`src/rtl/gst_audio_pkg.sv`:
```
// Shared definitions for the DMA audio playback engine: sample format and
// rate codes, the default prescaler and the signed-to-offset conversion.
package gst_audio_pkg;

    typedef enum logic [1:0] {
        FMT_STEREO8     = 2'b00,
        FMT_MONO8       = 2'b01,
        FMT_STEREO16    = 2'b10,
        FMT_STEREO8_ALT = 2'b11
    } fmt_e;

    typedef enum logic [1:0] {
        RATE_6K25 = 2'b00,
        RATE_12K5 = 2'b01,
        RATE_25K  = 2'b10,
        RATE_50K  = 2'b11
    } rate_e;

    // 32 MHz / 640 = 50 kHz base tick
    localparam int PRESCALE_DEFAULT = 640;

    // Two's complement to offset binary: flip the sign bit.
    // 8-bit samples are passed left-justified in the 16-bit word.
    function automatic logic [15:0] to_offset16(input logic [15:0] s);
        return {~s[15], s[14:0]};
    endfunction

endpackage

```
`src/rtl/gst_dma_audio_if.sv`:
```
// RAM-side sound DMA bus: load strobe, data word and request back to the MCU.
interface gst_dma_audio_if;
    logic        SLOAD_N;
    logic [15:0] MDIN;
    logic        SREQ;

    modport master (output SLOAD_N, output MDIN, input SREQ);
    modport slave  (input SLOAD_N, input MDIN, output SREQ);
endinterface

```
`src/rtl/gst_audio_fifo.sv`:
```
// Sample word FIFO with level counter and flush.
// With GST_DMA_AUDIO_16BIT_EN defined a second read port returns the word
// after the head so a stereo16 frame can be consumed in one cycle.
// Reads are asynchronous so a word written at one edge can be consumed by a
// sample tick evaluated in the very next cycle.
module gst_audio_fifo #(
    parameter int AW = 3
) (
    input  logic          clk,
    input  logic          srst,
    input  logic          flush_i,
    input  logic          wr_en_i,
    input  logic [15:0]   wr_data_i,
    input  logic [1:0]    pop_cnt_i,
    output logic [15:0]   rd_data0_o,
`ifdef GST_DMA_AUDIO_16BIT_EN
    output logic [15:0]   rd_data1_o,
`endif
    output logic [AW:0]   level_o,
    output logic          full_o,
    output logic          empty_o
);

    localparam int DEPTH = 1 << AW;
    localparam int LW    = AW + 1;

    logic [15:0]   mem [DEPTH];
    logic [AW-1:0] wr_ptr_q, wr_ptr_d;
    logic [AW-1:0] rd_ptr_q, rd_ptr_d;
    logic [AW:0]   level_q, level_d;
    logic          accept;

    assign full_o  = (level_q == LW'(DEPTH));
    assign empty_o = (level_q == '0);
    assign level_o = level_q;

    assign rd_data0_o = mem[rd_ptr_q];
`ifdef GST_DMA_AUDIO_16BIT_EN
    assign rd_data1_o = mem[rd_ptr_q + AW'(1)];
`endif

    // Next-state pointers/level; a full FIFO still accepts a word when a pop
    // frees a slot in the same cycle. The caller only pops what is present.
    always_comb begin
        accept   = wr_en_i && !flush_i && (!full_o || (pop_cnt_i != 2'd0));
        wr_ptr_d = wr_ptr_q;
        rd_ptr_d = rd_ptr_q;
        level_d  = level_q;
        if (flush_i) begin
            wr_ptr_d = '0;
            rd_ptr_d = '0;
            level_d  = '0;
        end else begin
            if (accept) begin
                wr_ptr_d = wr_ptr_q + AW'(1);
            end
            rd_ptr_d = rd_ptr_q + AW'(pop_cnt_i);
            level_d  = level_q + LW'(accept) - LW'(pop_cnt_i);
        end
    end

    // Pointer and level registers
    always_ff @(posedge clk) begin
        if (srst) begin
            wr_ptr_q <= '0;
            rd_ptr_q <= '0;
            level_q  <= '0;
        end else begin
            wr_ptr_q <= wr_ptr_d;
            rd_ptr_q <= rd_ptr_d;
            level_q  <= level_d;
        end
    end

    // Storage write; contents need no reset, the level guards them
    always_ff @(posedge clk) begin
        if (accept) begin
            mem[wr_ptr_q] <= wr_data_i;
        end
    end

endmodule

```
`src/rtl/gst_dma_audio.sv`:
```
// STE/Falcon-class DMA sound playback engine: buffers words loaded on the
// falling edge of SLOAD_N and drains them as stereo8 / mono8 / stereo16
// frames at a rate derived from clk32.
// Optional feature macro: GST_DMA_AUDIO_16BIT_EN enables the stereo16 format.
module gst_dma_audio
    import gst_audio_pkg::*;
#(
    parameter int FIFO_ADDR_BITS = 3,
    parameter int OUT_W          = 16,
    parameter int PRESCALE       = PRESCALE_DEFAULT
) (
    input  logic                    clk32,
    input  logic                    reset,
    input  logic                    enable,
    input  logic                    flush,
    input  logic [1:0]              rate,
    input  logic [1:0]              fmt,
    gst_dma_audio_if.slave          dma,
    output logic [OUT_W-1:0]        audio_left,
    output logic [OUT_W-1:0]        audio_right,
    output logic                    sample_strobe,
    output logic [FIFO_ADDR_BITS:0] level,
    output logic                    underrun,
    output logic                    overflow,
    input  logic                    flag_clr
);

    localparam int DEPTH = 1 << FIFO_ADDR_BITS;
    localparam int LW    = FIFO_ADDR_BITS + 1;
    localparam int PW    = $clog2(PRESCALE);
    localparam logic [OUT_W-1:0] MIDSCALE = {1'b1, {(OUT_W-1){1'b0}}};

    logic          sload_q;
    logic [PW-1:0] presc_q;
    logic [2:0]    rate_cnt_q;
    logic          sel_q, sel_d;
    logic [OUT_W-1:0] left_q, right_q;
    logic          strobe_q;
    logic          underrun_q, overflow_q;

    logic          load_fall;
    logic          base_tick, rate_hit, sample_tick;
    fmt_e          fmt_eff;
    logic          tick_act, have_data, consume, under_evt, ovf_evt;
    logic [1:0]    pop_cnt;
    logic [7:0]    mono_byte;
    logic [15:0]   left_full, right_full;

    logic [15:0]   rd_data0;
`ifdef GST_DMA_AUDIO_16BIT_EN
    logic [15:0]   rd_data1;
`endif
    logic [LW-1:0] fifo_level;
    logic          fifo_full, fifo_empty;

    assign load_fall = sload_q && !dma.SLOAD_N;

    gst_audio_fifo #(.AW(FIFO_ADDR_BITS)) u_fifo (
        .clk        (clk32),
        .srst       (reset),
        .flush_i    (flush),
        .wr_en_i    (load_fall),
        .wr_data_i  (dma.MDIN),
        .pop_cnt_i  (pop_cnt),
        .rd_data0_o (rd_data0),
`ifdef GST_DMA_AUDIO_16BIT_EN
        .rd_data1_o (rd_data1),
`endif
        .level_o    (fifo_level),
        .full_o     (fifo_full),
        .empty_o    (fifo_empty)
    );

    // Load strobe history for falling-edge detection
    always_ff @(posedge clk32) begin
        if (reset) sload_q <= 1'b1;
        else       sload_q <= dma.SLOAD_N;
    end

    // Base-tick prescaler and free-running rate divider
    always_ff @(posedge clk32) begin
        if (reset) begin
            presc_q    <= '0;
            rate_cnt_q <= '0;
        end else begin
            presc_q <= (presc_q == PW'(PRESCALE - 1)) ? '0 : presc_q + PW'(1);
            if (base_tick) rate_cnt_q <= rate_cnt_q + 3'd1;
        end
    end

    assign base_tick = (presc_q == '0);

    // Select every 1st/2nd/4th/8th base tick depending on rate
    always_comb begin
        rate_hit = (rate_cnt_q == 3'b000);
        case (rate_e'(rate))
            RATE_50K:  rate_hit = 1'b1;
            RATE_25K:  rate_hit = !rate_cnt_q[0];
            RATE_12K5: rate_hit = (rate_cnt_q[1:0] == 2'b00);
            default:   rate_hit = (rate_cnt_q == 3'b000);
        endcase
    end

    assign sample_tick = base_tick && rate_hit;

    // Fold unsupported/reserved format codes onto stereo8
    always_comb begin
        fmt_eff = FMT_STEREO8;
        case (fmt_e'(fmt))
            FMT_MONO8:    fmt_eff = FMT_MONO8;
`ifdef GST_DMA_AUDIO_16BIT_EN
            FMT_STEREO16: fmt_eff = FMT_STEREO16;
`endif
            default:      fmt_eff = FMT_STEREO8;
        endcase
    end

    // Frame extraction, pop count and flag events for the current tick
    always_comb begin
        tick_act  = sample_tick && enable && !flush;
        have_data = !fifo_empty;
`ifdef GST_DMA_AUDIO_16BIT_EN
        if (fmt_eff == FMT_STEREO16) have_data = (fifo_level >= LW'(2));
`endif
        consume    = tick_act && have_data;
        under_evt  = tick_act && !have_data;
        mono_byte  = sel_q ? rd_data0[7:0] : rd_data0[15:8];
        left_full  = to_offset16({rd_data0[15:8], 8'h00});
        right_full = to_offset16({rd_data0[7:0], 8'h00});
        pop_cnt    = {1'b0, consume};
        case (fmt_eff)
            FMT_MONO8: begin
                left_full  = to_offset16({mono_byte, 8'h00});
                right_full = left_full;
                pop_cnt    = {1'b0, consume && sel_q};
            end
`ifdef GST_DMA_AUDIO_16BIT_EN
            FMT_STEREO16: begin
                left_full  = to_offset16(rd_data0);
                right_full = to_offset16(rd_data1);
                pop_cnt    = consume ? 2'd2 : 2'd0;
            end
`endif
            default: ;
        endcase
        // a dropped load only counts when nothing frees a slot this cycle
        ovf_evt = load_fall && fifo_full && (pop_cnt == 2'd0) && !flush;
        sel_d   = sel_q;
        if (flush || fmt_eff != FMT_MONO8) sel_d = 1'b0;
        else if (consume)                   sel_d = !sel_q;
    end

    // Output sample registers and update strobe
    always_ff @(posedge clk32) begin
        if (reset) begin
            left_q   <= MIDSCALE;
            right_q  <= MIDSCALE;
            strobe_q <= 1'b0;
            sel_q    <= 1'b0;
        end else begin
            strobe_q <= consume;
            sel_q    <= sel_d;
            if (consume) begin
                left_q  <= left_full[15 -: OUT_W];
                right_q <= right_full[15 -: OUT_W];
            end
        end
    end

    // Sticky status flags; a new event beats a simultaneous clear
    always_ff @(posedge clk32) begin
        if (reset) begin
            underrun_q <= 1'b0;
            overflow_q <= 1'b0;
        end else begin
            if (under_evt)     underrun_q <= 1'b1;
            else if (flag_clr) underrun_q <= 1'b0;
            if (ovf_evt)       overflow_q <= 1'b1;
            else if (flag_clr) overflow_q <= 1'b0;
        end
    end

    // Request only while room remains for one more word already in flight
    assign dma.SREQ = (fifo_level < LW'(DEPTH - 1));

    assign audio_left    = left_q;
    assign audio_right   = right_q;
    assign sample_strobe = strobe_q;
    assign level         = fifo_level;
    assign underrun      = underrun_q;
    assign overflow      = overflow_q;

endmodule

```
`src/flat_wrapper.sv`:
```
// flat-port wrapper written by rule: the top's interface ports become plain ports
module gst_dma_audio_flat import gst_audio_pkg::*;
#(
    parameter int FIFO_ADDR_BITS = 3,
    parameter int OUT_W          = 16,
    parameter int PRESCALE       = PRESCALE_DEFAULT
)
  (clk32, reset, enable, flush, rate, fmt, audio_left, audio_right, sample_strobe, level, underrun, overflow, flag_clr, dma_SLOAD_N, dma_MDIN, dma_SREQ);
  gst_dma_audio_if dma_i ();
  input  logic clk32;
  input  logic reset;
  input  logic enable;
  input  logic flush;
  input  logic [1:0] rate;
  input  logic [1:0] fmt;
  output logic [OUT_W-1:0] audio_left;
  output logic [OUT_W-1:0] audio_right;
  output logic sample_strobe;
  output logic [FIFO_ADDR_BITS:0] level;
  output logic underrun;
  output logic overflow;
  input  logic flag_clr;
  input wire logic [$bits(dma_i.SLOAD_N)-1:0] dma_SLOAD_N;
  input wire logic [$bits(dma_i.MDIN)-1:0] dma_MDIN;
  output wire logic [$bits(dma_i.SREQ)-1:0] dma_SREQ;
  assign dma_i.SLOAD_N = dma_SLOAD_N;
  assign dma_i.MDIN = dma_MDIN;
  assign dma_SREQ = dma_i.SREQ;
  gst_dma_audio #(.FIFO_ADDR_BITS(FIFO_ADDR_BITS), .OUT_W(OUT_W), .PRESCALE(PRESCALE)) u_core (.clk32(clk32), .reset(reset), .enable(enable), .flush(flush), .rate(rate), .fmt(fmt), .dma(dma_i), .audio_left(audio_left), .audio_right(audio_right), .sample_strobe(sample_strobe), .level(level), .underrun(underrun), .overflow(overflow), .flag_clr(flag_clr));
endmodule
```
`config.mk`:
```
export PLATFORM = sky130hd
export DESIGN_NAME = gst_dma_audio_flat
export DESIGN_NICKNAME = d
export VERILOG_FILES = /design/src/rtl/gst_audio_pkg.sv /design/src/rtl/gst_dma_audio_if.sv /design/src/rtl/gst_audio_fifo.sv /design/src/rtl/gst_dma_audio.sv /design/src/flat_wrapper.sv
export SDC_FILE = /design/constraint.sdc
export NUM_CORES = 1
export LEC_CHECK = 0
export BUFFER_PORTS_ARGS = -buffer_cell sky130_fd_sc_hd__buf_2
export CAP_MARGIN = 40
export CORE_UTILIZATION = 40
export DETAILED_ROUTE_END_ITERATION = 16
export PLACE_DENSITY = 0.65
export RECOVER_POWER = 50
export SYNTH_ARGS = -nofsm -noshare
export SYNTH_HDL_FRONTEND = slang
export SYNTH_SLANG_ARGS = --single-unit
```
`constraint.sdc`:
```
create_clock -name clk32 -period 3.55 [get_ports clk32]
set_input_delay 0 -clock clk32 [delete_from_list [all_inputs] [get_ports clk32]]
set_output_delay 0 -clock clk32 [all_outputs]
set_load 0.02 [all_outputs]
```
==> qor.yml, run 1 <==
placed_design:
  post_dp_cell_area_mm2: 0.007631
  gp_congestion: 0.7212
  place_ws_ns: 0.5076
  place_hpwl_mm: 8.735
  port_buffers: 49
logic_synthesis:
  synth_simple_gate_area_share_pct: 7.773
  synth-seq-cells: 172
  netlist_area_mm2: 0.007067
  synth_warnings: 0
  synthDistinctLibCells: 48
  synth_edf_count: 128
  ys_seq_area_share_pct: 66.86
  synth_top_family_by_area: "multiplexers"
  synthAdderAreaFrac_pct: 2.585
  synth_compound_area_share_pct: 4.019
  synthCells: 440
  ys.flop_type: "edfxtp_1"
  syn_area_per_cell_um2: 16.06
  synth_mux_area_share_pct: 13.17
  synth-xor-area-share_pct: 1.735
  synthArstFlopShare_pct: 0
global_route:
  grt_max_degree: 34
  grt_pass1_vias: 3938
  grt_first_pass_wirelength_mm: 21.26
  antenna_found_initial: 1
  gr-usage-all-layers_pct: 16.13
  grt_overflow: 0
route:
  drc: 0
  first_iter_violations: 174
  ant_nets: 0
  first_pass_iters: 4
  vias: 3885
  post_drt_wl_per_cell_um: 17.87
  routed_wl_mm: 13.75
  viasPerCell: 5.052
sta:
  slew_headroom_pct: 41.44
  totalNegativeSetupSlack_ns: 0
  clock_skew_ns: 0.009525
  fin_crit_sh_pct: 86.18
  drv_slew: 0
  rsz0062_at_grt: "no"
  final.setup.worst_slack_ns: 0.4906
  finalSetupViolations: 0
  worstMarginPinSlew_ns: 0.8774
  finalCriticalPeriod_ns: 3.059
  finalHoldViolCount: 0
  fmax_mhz: 326.9
setup_path:
  cp_cell_sequence: "inv_1 > ha_1 > or4b_4 > nor4_4 > nor3b_4 > nand2_1 > or2_2 > ha_1 > a21o_1 > a21oi_1 > xnor2_1 > nor2_1"
  cp_num_buf_inv: 1
  critPathMaxStageDelay_ns: 0.49
  critPathSlowestCell: "or4b_4"
  crit_type: "reg -> reg"
  required_ns: 3.87
  cp_max_fo: 5
  worstSetupEndpointType: "flip-flop"
  startpoint_type: "flip-flop"
  arrival_ns: 3.38
  cp_top_family: "simple AND/OR/NAND/NOR gates"
  cp_common_cell: "ha_1"
cts:
  htreeDepth: 4
  clockBufferDepth: 2
  clock_sink_count: 172
  cts_tree: "yes"
  cts.clk_slew.worst_paths_ns: 0.06
  clk_latency_ns: 0.43
  cts_root_buf: "clkbuf_16"
  ctsHoldBuffers: 24
  postCtsSetupBuffers: 0
  cts_buffers: 17
  postCtsResizedCells: 0
final_layout:
  finalInstanceArea_mm2: 0.008384
  n_fill_cell: 1468
  multi_input_area_mm2: 0.002182
  fin_nets: 570
  syn2layout_area_growth_pct: 18.64
  final_layout_size_suffix_gt1_share_pct: 21.73
  regArea_mm2: 0.004726
status:
  status: "complete, no violations"
floorplanning:
  die_x_um: 134.9
  core-area_mm2: 0.01730
  initial_core_util_pct: 40.86
  rows: 48
  fp.dieArea_mm2: 0.01820
  ios: 66
  die_h_um: 134.9
hold_path:
  hp-class: "in -> reg"
pwr:
  vdd_drop_max_v: 0.0003545
  power.density_mw_per_mm2: 494.1
  p_leak_nw: 2.822
run:
  drv_cap: 0
## worst min-delay path, stage by stage
cell	delay, ns
buf_2	0.12
nor3b_2	0.18
nand2_1	0.05
o21ai_0	0.07
a22o_1	0.19
## stage by stage
stage               std cells  utilization (%)  hold WS, ns  power [mW]
floorplan                 455                -      0.07142       2.350
global placement          710            44.01       0.2059       2.390
detailed placement        712            44.12       0.2156       2.402
CTS                       768            48.76       0.2210       4.178
global route              769            48.47       0.2808       4.268
finish                    769            48.47       0.2282       4.142
## flip-flops by register name (all words and copies together), names as in the netlist
| signal | flops |
|---|---|
| u_core.sample_strobe | 1 |
| u_core.presc_q | 10 |
| u_core.u_fifo.wr_ptr_q | 3 |
| u_core.overflow | 1 |
| u_core.audio_right | 8 |
| u_core.sel_q | 1 |
| u_core.underrun | 1 |
| u_core.audio_left | 8 |
| u_core.rate_cnt_q | 3 |
| u_core.sload_q | 1 |
| u_core.u_fifo.rd_ptr_q | 3 |
| u_core.u_fifo.level_o | 4 |
| u_core.u_fifo.mem | 128 |
## path summary, 6_finish.rpt
check,from,endpoint,slack (ns),cells past startpoint
worst max-delay path,u_core.presc_q[0]$_SDFF_PP0_,u_core.u_fifo.level_o[3]$_SDFF_PP0_,0.49,12
worst min-delay path,fmt[0],u_core.audio_right[12]$_SDFFE_PP0N_,0.23,5
worst max register to register,u_core.presc_q[0]$_SDFF_PP0_,u_core.u_fifo.level_o[3]$_SDFF_PP0_,0.49,12
worst min register to register,u_core.audio_right[15]$_SDFFE_PP1N_,u_core.audio_right[15]$_SDFFE_PP1N_,0.48,2
## report_power, final
group | switching, mW | leakage (nW) | internal [mW]
clock | 0.773 | 0.263 | 0.994
sequential | 0.0140 | 1.51 | 2.18
combinational | 0.112 | 1.05 | 0.0717
## cell type report
type / count / area share (%)
diodes: 1 / 0.02985
clock buffers: 21 / 5.372
clock inverters: 11 / 1.328
inverters: 14 / 0.6268
multi-input cells: 235 / 26.03
flip-flops and latches: 172 / 56.36
well taps: 225 / 3.358
repair buffers: 90 / 6.894
## cells by family after synthesis
logic type / count (synthesis)
xor gates and xnor gates: 14
other: 1
adders and majority gates: 14
DFF: 172
AOI/OAI and AO/OA: 42
buffers and inverters: 48
and+or+nand+nor: 97
muxes: 52
## per-layer routing
metal | track usage [%] | wire, um
met1 | 19.16 | 5787
met2 | 27.92 | 7153
met3 | 3.303 | 444
met4 | 7.803 | 360
met5 | 0 | 0
## synth_stat cells, types with 3 or more instances
| cell type | instances | area (um^2) |
|---|---|---|
| nor4b_1 | 4 | 35.03 |
| mux2i_1 | 12 | 120.1 |
| clkbuf_1 | 12 | 45.04 |
| nor3b_1 | 5 | 37.54 |
| inv_1 | 14 | 52.55 |
| nor2_1 | 25 | 93.84 |
| mux4_2 | 32 | 720.7 |
| xnor2_1 | 8 | 70.07 |
| xor2_1 | 6 | 52.55 |
| nand3_1 | 3 | 15.01 |
| dfxtp_1 | 44 | 880.8 |
| ha_1 | 13 | 162.7 |
| buf_2 | 4 | 20.02 |
| and2_1 | 5 | 31.28 |
| nor3_1 | 4 | 20.02 |
| a22o_1 | 14 | 122.6 |
| mux2_2 | 8 | 90.09 |
| edfxtp_1 | 128 | 3844 |
| nand2_1 | 29 | 108.9 |
| buf_4 | 16 | 120.1 |
| o21ai_0 | 19 | 95.09 |
| or2_2 | 4 | 25.02 |
## cells in the final DEF, fill, tap and decap left out, types with 12 or more instances in the layout
cell	n
a22o_1	14
mux2i_1	12
mux4_2	32
conb_1	16
edfxtp_1	128
dlygate4sd3_1	24
nand2_1	29
clkbuf_1	44
inv_1	14
nor2_1	25
buf_4	15
o21ai_0	19
clkbuf_16	17
ha_1	13
dfxtp_1	43
No activity file was read; power rests on OpenSTA's default activity.
==> run 2: changes to the inputs <==
CTS_CLUSTER_SIZE = 10   (was unset)
PLACE_DENSITY = 0.62   (was 0.65)
clock period = 3.9 ns   (was 3.55 ns; I/O delays follow)
==> qor.yml, run 2 (same netlist as run 1, synthesis figures left out) <==
status:
  status: "complete, no violations"
setup_path:
  startpoint_type: "flip-flop"
  cp_max_fo: 5  # unchanged
  required_ns: 4.21  # +0.34 ns
  worst-r2r-cell-count: 12  # unchanged
  regToRegSetupSlack_ns: 0.89  # +0.40 ns
  crit_start: "u_core.presc_q[0]$_SDFF_PP0_"
  r2r-end: "u_core.u_fifo.level_o[3]$_SDFF_PP0_"
  r2r-start: "u_core.presc_q[0]$_SDFF_PP0_"
  arrival_ns: 3.32  # -0.06 ns
  crit_type: "reg -> reg"
  worstSetupEndpointType: "flip-flop"
pwr:
  vdd_drop_max_v: 0.0002754  # -22%
  power.density_mw_per_mm2: 450.2  # -8.9%
  sw_frac_of_total_pct: 21.85  # +0.16 points
  p_clk_share_pct: 42.9  # +0.2 points
  p_int_mw: 2.954  # -8.9%
  pwr-share-seq_pct: 52.8  # about the same
  switchingPower_mw: 0.8258  # -8.1%
  p_leak_nw: 2.854  # +1.1%
  p_comb_share_pct: 4.4  # about the same
sta:
  slew_headroom_pct: 42.39  # +0.94 points
  clock_skew_ns: 0.007797  # -0.001728 ns
  drv_slew: 0  # unchanged
  fin_crit_sh_pct: 77.11  # -9.1 points
  fmax_mhz: 332.5  # +1.7%
  finalHoldViolCount: 0  # unchanged
  final.setup.worst_slack_ns: 0.8926  # +0.4020 ns
  totalNegativeSetupSlack_ns: 0  # unchanged
  worstMarginPinSlew_ns: 0.8633  # -0.01409 ns
  rsz0062_at_grt: "no"
  finalSetupViolations: 0  # unchanged
  finalCriticalPeriod_ns: 3.007  # -0.05197 ns
route:
  first_iter_violations: 206  # +18%
  ant_nets: 0  # unchanged
  vias: 3899  # +0.36%
  routed_wl_mm: 13.51  # -1.7%
  drc: 0  # unchanged
  viasPerCell: 5.070  # +0.36%
  first_pass_iters: 4  # unchanged
  post_drt_wl_per_cell_um: 17.57  # -1.7%
cts:
  cts_tree: "yes"
  postCtsSetupBuffers: 0  # unchanged
  clk_latency_ns: 0.42  # about the same
  cts_buffers: 17  # unchanged
  cts.clk_slew.worst_paths_ns: 0.07  # about the same
  htreeDepth: 4  # unchanged
  clock_sink_count: 172  # unchanged
  clockBufferDepth: 2  # unchanged
  cts_root_buf: "clkbuf_16"
placed_design:
  place_ws_ns: 0.9083  # +0.4007 ns
  gp_congestion: 0.7301  # +1.2%
  place_hpwl_mm: 8.841  # +1.2%
  placed_cells: 713  # +0.14%
  port_buffers: 49  # unchanged
  post_dp_cell_area_mm2: 0.007634  # about the same
final_layout:
  diodes: 0  # -1
  syn2layout_area_growth_pct: 18.82
  regArea_mm2: 0.004726  # unchanged
  largestRegisters: "u_core.u_fifo.mem: 128 flops, u_core.presc_q: 10 flops"
  fin_nets: 571  # +0.18%
  final_common_cell: "edfxtp_1"
  final_layout_size_suffix_gt1_share_pct: 22.24  # +0.51 points
  multi_input_area_mm2: 0.002182  # unchanged
  n_fill_cell: 1484  # +1.1%
  regMostFlops: "u_core.u_fifo.mem"
  post-route-util_pct: 48.55  # +0.072 points
  largest_reg_flops: 128  # unchanged
  finalInstanceArea_mm2: 0.008397  # +0.15%
  mostFrequentLayoutCells: "edfxtp_1, dfxtp_1, clkbuf_1"
  final_cells: 769  # unchanged
global_route:
  grt_pass1_vias: 4003  # +1.7%
  grt_max_degree: 34  # unchanged
  grt_overflow: 0  # unchanged
  grt_first_pass_wirelength_mm: 21.28  # about the same
  gr-usage-all-layers_pct: 15.93  # -0.20 points
  antenna_found_initial: 0  # -1
floorplanning:
  ios: 66  # unchanged
  rows: 48  # unchanged
  die_h_um: 134.9  # unchanged
  core-area_mm2: 0.01730  # unchanged
  die_x_um: 134.9  # unchanged
  initial_core_util_pct: 40.86  # unchanged
  fp.dieArea_mm2: 0.01820  # unchanged
hold_path:
  hold_path_end: "u_core.audio_right[15]$_SDFFE_PP1N_"
  hp-start: "fmt[0]"
  whs_path_depth: 4  # -1
  hp-class: "in -> reg"
run:
  drv_cap: 0  # unchanged
==> run 2: metal layers <==
layer	global-route usage, %	routed length (um)	part of all wire [%]
met2	27.52	7119	53
met4	7.303	179	1.3
met3	2.703	348	2.6
met1	19.52	5867	43
met5	0	0	0
==> run 2: stage by stage <==
step	total power, mW	hold slack [ns]
6_report	3.780	0.2613
5_1_grt	3.904	0.2982
4_1_cts	3.823	0.2785
3_5_place_dp	2.186	0.2096
3_3_place_gp	2.177	0.2040
2_1_floorplan	2.139	0.07142
==> run 2: how the worst max path moves through the flow <==
stage,endpoint,slack [ns],depth (start not counted)
finish,u_core.u_fifo.level_o[3]$_SDFF_PP0_,0.89,12
global route,u_core.u_fifo.level_o[3]$_SDFF_PP0_,0.69,12
CTS,u_core.u_fifo.level_o[3]$_SDFF_PP0_,0.87,12
detailed placement,u_core.u_fifo.level_o[3]$_SDFF_PP0_,0.91,12
global placement,u_core.u_fifo.level_o[3]$_SDFF_PP0_,0.96,12
floorplan,u_core.u_fifo.mem[2][0]$_DFFE_PP_,0.01,7
==> run 2: cell type report <==
class | instances | share of cell area (%)
clock inverters | 12 | 1.132
flip-flops and latches | 172 | 56.28
inverters | 14 | 0.6258
multi-input cells | 235 | 25.99
clock buffers | 20 | 5.707
well taps | 225 | 3.353
repair buffers | 91 | 6.914
==> run 2: power groups by stage <==
stage               clock network [mW]  logic [mW]  registers (mW)
global placement                     0       0.145            2.03
CTS                               1.66       0.170            1.99
detailed placement                   0       0.151            2.03
global route                      1.72       0.187            2.00
floorplan                            0       0.104            2.03
finish                            1.62       0.166            1.99
==> run 2: timing repair <==
action | CTS | global route
hold buffers | 24 | 0
resized for setup | 0 | 0
endpoints found under the hold margin | 144 | 0
==> run 2: critical path: stages, from the launching register on <==
cell and delay (ns):
dfxtp_1 0.34, inv_1 0.07, ha_1 0.13, or4b_4 0.48, nor4_4 0.29, nor3b_4 0.30
nand2_1 0.18, or2_2 0.31, ha_1 0.28, a21o_1 0.18, a21oi_1 0.17, xnor2_1 0.13
nor2_1 0.05
==> run 3: changes to the inputs <==
PLACE_DENSITY = 0.65   (was 0.62)
clock period = 2.6 ns   (was 3.9 ns; I/O delays follow)
==> qor.yml, run 3 (same netlist as run 1, synthesis figures left out) <==
status:
  status: "finished, violations left"
  violations: "negative setup slack"
route:
  routed_wl_mm: 13.31  # -1.5%
  ant_nets: 0  # unchanged
  viasPerCell: 5.003  # -1.3%
  drc: 0  # unchanged
  first_pass_iters: 6  # +2
  post_drt_wl_per_cell_um: 16.92  # -3.7%
  vias: 3937  # +0.97%
  first_iter_violations: 222  # +7.8%
sta:
  fin_crit_sh_pct: 101.1  # +24 points
  drv_slew: 0  # unchanged
  slew_headroom_pct: 55.82  # +13 points
  clock_skew_ns: 0.01076  # +0.002961 ns
  rsz0062_at_grt: "yes"
  finalCriticalPeriod_ns: 2.629  # -0.3786 ns
  worstMarginPinSlew_ns: 0.6577  # -0.2056 ns
  fmax_mhz: 380.4  # +14%
  final.setup.worst_slack_ns: -0.02884  # -0.9214 ns
  finalSetupViolations: 3  # +3
  finalHoldViolCount: 0  # unchanged
global_route:
  grt_overflow: 0  # unchanged
  antenna_found_initial: 0  # unchanged
  grt_first_pass_wirelength_mm: 21.57  # +1.4%
  grt_max_degree: 28  # -18%
  gr-usage-all-layers_pct: 16.15  # +0.22 points
  grt_pass1_vias: 4043  # +1.0%
final_layout:
  multi_input_area_mm2: 0.002296  # +5.2%
  regMostFlops: "u_core.u_fifo.mem"
  final_common_cell: "edfxtp_1"
  largest_reg_flops: 128  # unchanged
  fin_nets: 589  # +3.2%
  final_layout_size_suffix_gt1_share_pct: 27.05  # +4.8 points
  n_fill_cell: 1471  # -0.88%
  syn2layout_area_growth_pct: 23.28
  regArea_mm2: 0.004731  # +0.11%
  mostFrequentLayoutCells: "edfxtp_1, clkbuf_1, dfxtp_1"
  largestRegisters: "u_core.u_fifo.mem: 128 flops, u_core.presc_q: 10 flops"
  diodes: 0  # unchanged
  finalInstanceArea_mm2: 0.008712  # +3.8%
pwr:
  switchingPower_mw: 1.199  # +45%
  vdd_drop_max_v: 0.0005817  # +110%
  p_clk_share_pct: 40.7  # -2.2 points
  power.density_mw_per_mm2: 633.9  # +41%
  pwr-share-seq_pct: 54.2  # +1.4 points
  sw_frac_of_total_pct: 21.71  # -0.14 points
  p_int_mw: 4.324  # +46%
  p_comb_share_pct: 5.1  # +0.7 points
  p_leak_nw: 2.947  # +3.3%
  finalPower_mw: 5.522  # +46%
cts:
  cts.clk_slew.worst_paths_ns: 0.06  # about the same
  cts_tree: "yes"
  clk_latency_ns: 0.42  # about the same
  cts_buffers: 17  # unchanged
  htreeDepth: 4  # unchanged
  clock_sink_count: 172  # unchanged
  cts_root_buf: "clkbuf_16"
  clockBufferDepth: 2  # unchanged
hold_path:
  hold_path_end: "u_core.sload_q$_SDFF_PP1_"
  hp-class: "in -> reg"
  hp-start: "dma_SLOAD_N"
  whs_path_depth: 3  # -1
setup_path:
  regToRegSetupSlack_ns: -0.03  # -0.92 ns
  r2r-end: "u_core.u_fifo.level_o[1]$_SDFF_PP0_"
  critPathSlowestCell: "fa_2"
  cp.depth: 11  # -1
  cp_max_fo: 4  # -1
  crit_type: "reg -> reg"
  worstSetupEndpointType: "flip-flop"
  cp_cell_sequence: "inv_2 > ha_4 > or4b_4 > nor4_4 > nor3b_4 > nand2_2 > mux2i_2 > ha_2 > inv_2 > fa_2 > nor2_1"
  cp_top_family: "simple AND/OR/NAND/NOR gates"
  cp_num_buf_inv: 2  # +1
  startpoint_type: "flip-flop"
  worst-r2r-cell-count: 11  # -1
  r2r-start: "u_core.presc_q[1]$_SDFF_PP0_"
  arrival_ns: 2.93  # -0.39 ns
  required_ns: 2.90  # -1.31 ns
  cp_common_cell: "inv_2"
  critPathMaxStageDelay_ns: 0.51  # +0.03 ns
  crit_start: "u_core.presc_q[1]$_SDFF_PP0_"
floorplanning:
  rows: 48  # unchanged
  core-area_mm2: 0.01730  # unchanged
  fp.dieArea_mm2: 0.01820  # unchanged
  die_x_um: 134.9  # unchanged
  die_h_um: 134.9  # unchanged
  ios: 66  # unchanged
  initial_core_util_pct: 40.86  # unchanged
placed_design:
  place_ws_ns: -0.05700  # -0.9653 ns
  port_buffers: 49  # unchanged
  post_dp_cell_area_mm2: 0.007893  # +3.4%
  place_hpwl_mm: 8.560  # -3.2%
  gp_congestion: 0.7489  # +2.6%
run:
  drv_cap: 0  # unchanged
[run 3: changes by cell type in the layout (fill, tap and decap cells not counted), moves of 4 or more]
cell,change
dfxtp_1,-4
nor4b_4,+4
dfxtp_2,+4
nor4b_2,-4
buf_12,+10
buf_4,+9
[run 3: layout make-up]
type / count / share of cell area (%)
clock buffers: 20 / 5.012
clock inverters: 12 / 1.020
inverters: 14 / 0.6032
multi-input cells: 236 / 26.35
flip-flops and latches: 172 / 54.30
well taps: 225 / 3.231
repair buffers: 108 / 9.479
[run 3: worst max-delay path by stage]
| stage | end | slack (ns) |
|---|---|---|
| final | u_core.u_fifo.level_o[1]$_SDFF_PP0_ | -0.03 |
| after global routing | u_core.u_fifo.level_o[2]$_SDFF_PP0_ | -0.14 |
| after CTS | u_core.u_fifo.level_o[2]$_SDFF_PP0_ | -0.07 |
| after detailed placement | u_core.u_fifo.level_o[2]$_SDFF_PP0_ | -0.06 |
| after global placement | u_core.u_fifo.level_o[3]$_SDFF_PP0_ | 0.04 |
| after floorplan | u_core.u_fifo.mem[6][0]$_DFFE_PP_ | -0.12 |
[run 3: metrics by stage]
step / setup TNS, ns / hold slack (ns) / instances / util [%]
2_1_floorplan: -5.424 / 0.07142 / 455 / -
3_3_place_gp: 0 / 0.2036 / 722 / 45.63
3_5_place_dp: -0.09659 / 0.2155 / 722 / 45.63
4_1_cts: -0.1062 / 0.3018 / 781 / 50.19
5_1_grt: -0.4088 / 0.3282 / 787 / 50.37
6_report: -0.05954 / 0.3307 / 787 / 50.37
[run 3: power by group through the flow]
stage	sequential, mW	clock (mW)	combinational, mW
2_1_floorplan	3.05	0	0.163
3_3_place_gp	3.05	0	0.242
3_5_place_dp	3.05	0	0.252
4_1_cts	2.99	2.30	0.280
5_1_grt	2.99	2.41	0.313
6_report	2.99	2.25	0.282
[run 3: repair_timing]
| item | 4_1_cts | 5_1_grt |
|---|---|---|
| pin swaps | 3 | 8 |
| setup buffers | 3 | 5 |
| gates resized for setup | 0 | 10 |
| hold buffers | 24 | 1 |
| hold endpoints to repair | 141 | 1 |
| endpoints found under the setup margin | 11 | 61 |
| gates cloned | 0 | 1 |
[run 3: routing by layer]
layer / wire length (um) / vias to the layer above / global-route usage (%) / share of wire, %
li1: - / 1862 / - / -
met1: 6062 / 1969 / 20.70 / 46
met4: 108 / 0 / 5.306 / 0.81
met2: 6510 / 98 / 26.37 / 49
met3: 631 / 8 / 4.655 / 4.7
met5: 0 / - / 0 / 0
[run 3: worst min-delay path, cell delays in order]
cell	delay [ns]
dlygate4sd3_1	0.52
buf_2	0.11
or2_2	0.09
